===== src/rtl/fetch_sequencer_if.sv =====
// Bus between the fetch sequencer, program ROM and the microcode decoder/execute stage.
// The master modport is the sequencer side; the slave modport is the ROM/decoder side.
interface fetch_sequencer_if #(
  parameter int ADDR_W = 8
);
  logic [ADDR_W-1:0] rom_addr;
  logic              rom_req;
  logic              rom_valid;
  logic [7:0]        rom_data;
  logic [7:0]        opcode;
  logic [7:0]        operand;
  logic              instr_valid;
  logic              jump_operation;
  logic              jump_condition;
  logic              exec_done;
  logic              halt;
  logic [ADDR_W-1:0] pc;
  logic              halted;

  modport master (
    output rom_addr, rom_req, opcode, operand, instr_valid, pc, halted,
    input  rom_valid, rom_data, jump_operation, jump_condition, exec_done, halt
  );

  modport slave (
    input  rom_addr, rom_req, opcode, operand, instr_valid, pc, halted,
    output rom_valid, rom_data, jump_operation, jump_condition, exec_done, halt
  );
endinterface


===== src/rtl/fetch_sequencer.sv =====
// Instruction fetch front end: reads 1- or 2-byte instructions from program ROM,
// holds them for the decoder/execute stage and applies taken jumps to the PC.
//
// state       | meaning
// FETCH_OP    | requesting opcode byte at pc
// FETCH_ARG   | requesting operand byte at pc (opcode[7]=1)
// DECODE      | one cycle for the decoder to register its controls
// EXEC        | instruction presented, waiting for exec_done
// HALTED      | stopped until reset
module fetch_sequencer #(
  parameter int          ADDR_W   = 8,
  parameter int unsigned RESET_PC = 0
) (
  input logic               clk,
  input logic               rst_n,
  fetch_sequencer_if.master bus
);

  typedef enum logic [2:0] {
    S_FETCH_OP,
    S_FETCH_ARG,
    S_DECODE,
    S_EXEC,
    S_HALTED
  } state_t;

  state_t            state_q;
  logic [ADDR_W-1:0] pc_q;
  logic              rom_req_q;
  logic [7:0]        opcode_q;
  logic [7:0]        operand_q;
  logic              instr_valid_q;
  logic              halted_q;

  logic [ADDR_W-1:0] pc_inc_d;
  logic [ADDR_W-1:0] jump_pc_d;

  assign pc_inc_d  = pc_q + ADDR_W'(1);
  assign jump_pc_d = ADDR_W'(operand_q);

  always_ff @(posedge clk or negedge rst_n) begin
    if (!rst_n) begin
      state_q       <= S_FETCH_OP;
      pc_q          <= ADDR_W'(RESET_PC);
      rom_req_q     <= 1'b0;
      opcode_q      <= 8'h00;
      operand_q     <= 8'h00;
      instr_valid_q <= 1'b0;
      halted_q      <= 1'b0;
    end else begin
      unique case (state_q)
        S_FETCH_OP: begin
          // First cycle after reset raises the request; afterwards EXEC raises it on exit.
          if (!rom_req_q) begin
            rom_req_q <= 1'b1;
          end else if (bus.rom_valid) begin
            opcode_q <= bus.rom_data;
            pc_q     <= pc_inc_d;
            if (bus.rom_data[7]) begin
              state_q <= S_FETCH_ARG;
            end else begin
              operand_q <= 8'h00;
              rom_req_q <= 1'b0;
              state_q   <= S_DECODE;
            end
          end
        end
        S_FETCH_ARG: begin
          if (bus.rom_valid) begin
            operand_q <= bus.rom_data;
            pc_q      <= pc_inc_d;
            rom_req_q <= 1'b0;
            state_q   <= S_DECODE;
          end
        end
        S_DECODE: begin
          instr_valid_q <= 1'b1;
          state_q       <= S_EXEC;
        end
        S_EXEC: begin
          if (bus.exec_done) begin
            instr_valid_q <= 1'b0;
            if (bus.jump_operation && bus.jump_condition) begin
              pc_q <= jump_pc_d;
            end
            if (bus.halt) begin
              halted_q <= 1'b1;
              state_q  <= S_HALTED;
            end else begin
              rom_req_q <= 1'b1;
              state_q   <= S_FETCH_OP;
            end
          end
        end
        S_HALTED: begin
          state_q <= S_HALTED;
        end
        default: begin
          state_q       <= S_HALTED;
          halted_q      <= 1'b1;
          rom_req_q     <= 1'b0;
          instr_valid_q <= 1'b0;
        end
      endcase
    end
  end

  assign bus.rom_addr    = pc_q;
  assign bus.rom_req     = rom_req_q;
  assign bus.opcode      = opcode_q;
  assign bus.operand     = operand_q;
  assign bus.instr_valid = instr_valid_q;
  assign bus.pc          = pc_q;
  assign bus.halted      = halted_q;

endmodule

===== src/flat_wrapper.sv =====
// flat-port wrapper written by rule: the top's interface ports become plain ports
module fetch_sequencer_flat 
#(
  parameter int          ADDR_W   = 8,
  parameter int unsigned RESET_PC = 0
)
  (clk, rst_n, bus_rom_addr, bus_rom_req, bus_opcode, bus_operand, bus_instr_valid, bus_pc, bus_halted, bus_rom_valid, bus_rom_data, bus_jump_operation, bus_jump_condition, bus_exec_done, bus_halt);
  fetch_sequencer_if #(.ADDR_W(ADDR_W)) bus_i ();
  input logic clk;
  input logic rst_n;
  output wire logic [$bits(bus_i.rom_addr)-1:0] bus_rom_addr;
  output wire logic [$bits(bus_i.rom_req)-1:0] bus_rom_req;
  output wire logic [$bits(bus_i.opcode)-1:0] bus_opcode;
  output wire logic [$bits(bus_i.operand)-1:0] bus_operand;
  output wire logic [$bits(bus_i.instr_valid)-1:0] bus_instr_valid;
  output wire logic [$bits(bus_i.pc)-1:0] bus_pc;
  output wire logic [$bits(bus_i.halted)-1:0] bus_halted;
  input wire logic [$bits(bus_i.rom_valid)-1:0] bus_rom_valid;
  input wire logic [$bits(bus_i.rom_data)-1:0] bus_rom_data;
  input wire logic [$bits(bus_i.jump_operation)-1:0] bus_jump_operation;
  input wire logic [$bits(bus_i.jump_condition)-1:0] bus_jump_condition;
  input wire logic [$bits(bus_i.exec_done)-1:0] bus_exec_done;
  input wire logic [$bits(bus_i.halt)-1:0] bus_halt;
  assign bus_rom_addr = bus_i.rom_addr;
  assign bus_rom_req = bus_i.rom_req;
  assign bus_opcode = bus_i.opcode;
  assign bus_operand = bus_i.operand;
  assign bus_instr_valid = bus_i.instr_valid;
  assign bus_pc = bus_i.pc;
  assign bus_halted = bus_i.halted;
  assign bus_i.rom_valid = bus_rom_valid;
  assign bus_i.rom_data = bus_rom_data;
  assign bus_i.jump_operation = bus_jump_operation;
  assign bus_i.jump_condition = bus_jump_condition;
  assign bus_i.exec_done = bus_exec_done;
  assign bus_i.halt = bus_halt;
  fetch_sequencer #(.ADDR_W(ADDR_W), .RESET_PC(RESET_PC)) u_core (.clk(clk), .rst_n(rst_n), .bus(bus_i));
endmodule

===== config.mk =====
export PLATFORM = sky130hd
export DESIGN_NAME = fetch_sequencer_flat
export DESIGN_NICKNAME = d
export VERILOG_FILES = /design/src/rtl/fetch_sequencer_if.sv /design/src/rtl/fetch_sequencer.sv /design/src/flat_wrapper.sv
export SDC_FILE = /design/constraint.sdc
export NUM_CORES = 1
export LEC_CHECK = 0
export ABC_AREA = 1
export CORE_AREA = 2 2 73 54
export CTS_BUF_LIST = sky130_fd_sc_hd__clkbuf_8 sky130_fd_sc_hd__clkbuf_16
export CTS_CLUSTER_SIZE = 24
export DETAILED_ROUTE_END_ITERATION = 12
export DIE_AREA = 0 0 75 56
export PLACE_DENSITY = 0.82
export SYNTH_ARGS = -nofsm -noshare
export SYNTH_HDL_FRONTEND = slang
export SYNTH_SLANG_ARGS = --single-unit

===== constraint.sdc =====
create_clock -name clk -period 2.77 [get_ports clk]
set_input_delay 0.554 -clock clk [delete_from_list [all_inputs] [get_ports clk]]
set_output_delay 0.554 -clock clk [all_outputs]
set_load 0.005 [all_outputs]

==> run metrics <==
number of warnings printed during yosys synthesis 0; adder-cell share of the synthesized area 0.739%; initial standard-cell utilization of the core 49.2%; Gate power share 3.8%; dominant combinational cell family by area after synthesis simple AND/OR/NAND/NOR gates; Max Cap Violations 0; DRC violations left 0; drt via density 4.81; library cell with the largest summed area after synthesis sky130_fd_sc_hd__dfrtp_1; endpoint with the worst hold slack u_core.bus.halted$_DFFE_PN0P_; count of hold-fix buffers inserted at cts 0; simple-gate portion of the synthesized area 33.3%; synthesized area per cell 7.60 um^2; actual transition at the worst max-transition pin 0.647 ns; clock tree from TritonCTS done; synthesis-to-layout area growth 35.7%; Worst Path Required ~2.2 ns; sum of overflow across all layers after global routing 0; antenna-violating nets left 0; time the final worst path needs with I/O delays and setup around 1.9 ns; Critical R2R Capture u_core.bus.pc[3]$_DFFE_PN0P_; NetSw 0.000188 W; flop and latch count out of synthesis 30; Clock Tree Buf Depth 2; post-CTS setup-driven buffer insertion count 0; CTS sink cnt 30; endpoints failing setup 0; Lkg Pwr 1.08 nW; FP Rows 18; setup tns final 0 ns; path type of the worst setup path register to output port; Reg2Reg Setup Slack 1.07 ns; via count of the first global-routing pass 1376; standard cell core area about 3400 um^2; startpoint of the lowest-slack register-to-register path u_core.state_q[2]$_DFFE_PN0P_; Critical path buffers and inverters 1; highest ir drop seen on vdd 0.259 mV; routed wire length roughly 3.7 mm; XOR/XNOR share of the synthesized area 0%; complex-gate fraction of the synthesized area about a tenth; main area contributors after synthesis sky130_fd_sc_hd__dfrtp_1 44%, sky130_fd_sc_hd__nand2_1 20%, sky130_fd_sc_hd__inv_1 5.1%; ratio of final minimum period to clock period 67.3%; fin. max-slew vios 0; clk slew on worst S/H paths 0.06 ns; slowest stage delay, CP about 0.55 ns; I/O pin total 50; Internal Dissipation 0.000844 W; Syn Nets 239; setup repair after global routing missed its margin no; fill cell instance count of the final layout 297; post-CTS resize count 0; top-area cell type share of the netlist area 44.3%; die extent in y around 56 um; via count about 1500; Cells after Synth ~220; result of the run finished clean; count of unique library cells instantiated by Yosys 23; Reg2Reg Depth 7; H-tree level count 2; estimated wirelength of the detail-placed design 2.79 mm; antenna diode instance count 0; root buffer cell sky130_fd_sc_hd__clkbuf_8; wire length of the first global-routing pass 6.33 mm; average wire per cell in the routed design approximately 12 um; Critical Path Start Type register; tightest slew margin relative to the limit 56.7%; number of antenna violations at the first check in global routing 0; setup skew after layout 0.00190 ns; fraction of the yosys area taken by sequential cells 44.3%; final hold violations 0; slowest stage cell, crit path sky130_fd_sc_hd__clkdlybuf4s50_1; first drt pass iteration count 4; type of the tightest min-delay check register to register; worst endpoint data arrival time 1.31 ns; initial detailed-routing violation count 126; PortBufs 49; endpoint type of the worst setup path output port; critical-path maximum fanout 7; TritonCTS Buffers 5; Clock power frac 53.6%; Achievable Freq 537 MHz; critical path's top delay family buffers and inverters; critical path cell sequence clkdlybuf4s50_1; die footprint 4200 um^2; hold path startpoint u_core.bus.halted$_DFFE_PN0P_; post-route core utilization 66.7%; worst hold stages 1; global-route usage over all layers approximately a fifth; final RePlAce weighted congestion between 0.9 and 1; proportion of total power due to net switching between 10% and 20%; width of the die 75 um; multiplexer share of the synthesized area 0%; power per cell area 449 nW/um^2; largest net degree at the start of global routing 31; layout cells sized above 1 10.8%; Final Net Count 284; cell area after synthesis 1690 um^2; sequential share of power 42.6%; latest clock arrival within the worst-skew pair 0.28 ns
[routing by layer]
| metal | global-route usage, % | part of all wire, % | wire, um |
|---|---|---|---|
| met1 | 28.1 | 47 | 1730 |
| met2 | 28.6 | 44 | 1650 |
| met3 | 4.35 | 7.5 | 277 |
| met4 | 8.42 | 1.5 | 55 |
| met5 | 0 | 0 | 0 |
[worst max path at each step]
stage	startpoint	endpoint	slack [ns]	cells after the start
finish	u_core.bus.pc[0]$_DFFE_PN0P_	bus_rom_addr[0]	0.91	1
global route	u_core.bus.pc[0]$_DFFE_PN0P_	bus_pc[0]	0.87	1
CTS	u_core.bus.pc[0]$_DFFE_PN0P_	bus_rom_addr[0]	0.91	1
detailed placement	bus_rom_valid	u_core.bus.operand[5]$_DFFE_PN0P_	0.82	6
global placement	bus_rom_valid	u_core.bus.operand[5]$_DFFE_PN0P_	0.89	6
floorplan	bus_rom_valid	u_core.bus.operand[6]$_DFFE_PN0P_	1.48	6
[placed cells by master (no fill, tap or decap), drive strengths merged]
cell type	Yosys	final
inv	25	25
bufinv	0	2
o21ai	21	21
clkbuf	0	6
nor2	14	14
nand4	1	1
nand3	17	17
a21oi	1	1
ha	1	1
o21bai	3	3
nand2	94	94
nand3b	1	1
o21a	1	1
clkdlybuf4s50	0	49
or2	1	1
nor3	1	1
dfrtp	30	30
buf	12	1
[cells in the mapped netlist]
| cell | count |
|---|---|
| sky130_fd_sc_hd__inv_2 | 2 |
| sky130_fd_sc_hd__inv_1 | 23 |
| sky130_fd_sc_hd__nand2_1 | 91 |
| sky130_fd_sc_hd__o21bai_1 | 3 |
| sky130_fd_sc_hd__o21ai_2 | 9 |
| sky130_fd_sc_hd__nand3b_4 | 1 |
| sky130_fd_sc_hd__nor2_2 | 1 |
| sky130_fd_sc_hd__o21ai_0 | 12 |
| sky130_fd_sc_hd__nand2_4 | 1 |
| sky130_fd_sc_hd__buf_6 | 3 |
| sky130_fd_sc_hd__nand4_1 | 1 |
| sky130_fd_sc_hd__buf_4 | 8 |
| sky130_fd_sc_hd__nand2_2 | 2 |
| sky130_fd_sc_hd__nand3_2 | 2 |
| sky130_fd_sc_hd__buf_2 | 1 |
| sky130_fd_sc_hd__dfrtp_1 | 30 |
| sky130_fd_sc_hd__o21a_1 | 1 |
| sky130_fd_sc_hd__nor3_4 | 1 |
| sky130_fd_sc_hd__or2_2 | 1 |
| sky130_fd_sc_hd__ha_1 | 1 |
| sky130_fd_sc_hd__nor2_1 | 13 |
| sky130_fd_sc_hd__a21oi_1 | 1 |
| sky130_fd_sc_hd__nand3_1 | 15 |
[sequential cells by signal, summed over array words and instances, names as in the netlist]
signal                  count
u_core.bus.halted           1
u_core.bus.rom_req          1
u_core.bus.operand          8
u_core.bus.pc               8
u_core.bus.instr_valid      1
u_core.bus.opcode           8
u_core.state_q              3
[per-stage QoR]
stage                     setup WS (ns)  hold WS, ns  instances  area [um^2]  power (W)
after floorplan                    1.48        0.258        223         1690   0.000452
after global placement            0.890        0.465        311         2160   0.000487
after detailed placement          0.823        0.468        311         2160   0.000487
after CTS                         0.906        0.478        319         2300    0.00104
after global routing              0.872        0.504        319         2300    0.00106
final                             0.907        0.473        319         2300    0.00103
[power groups by stage]
stage / clock (W) / sequential, W / combinational [W]
CTS: 0.000563 / 0.000439 / 0.0000402
finish: 0.000553 / 0.000439 / 0.0000394
global route: 0.000580 / 0.000438 / 0.0000441
floorplan: 0 / 0.000447 / 0.00000528
global placement: 0 / 0.000447 / 0.0000396
detailed placement: 0 / 0.000447 / 0.0000402
[kinds of logic (layout without fill, tap and decap cells)]
kind of cell	after synthesis	in the layout
and+or+nand+nor	129	129
buffers and inverters	37	83
DFF	30	30
AOI/OAI and AO/OA	26	26
adders and majority gates	1	1
[cell type report]
| type | count | area [um^2] | area share [%] |
|---|---|---|---|
| tap | 50 | 62.6 | 2.72 |
| clock inverter | 2 | 60.1 | 2.61 |
| timing repair buffer | 50 | 498 | 21.7 |
| multi-input combinational | 156 | 751 | 32.7 |
| sequential | 30 | 751 | 32.7 |
| inverter | 25 | 93.8 | 4.08 |
| clock buffer | 6 | 82.6 | 3.59 |
(Power assumes the default switching activity.)
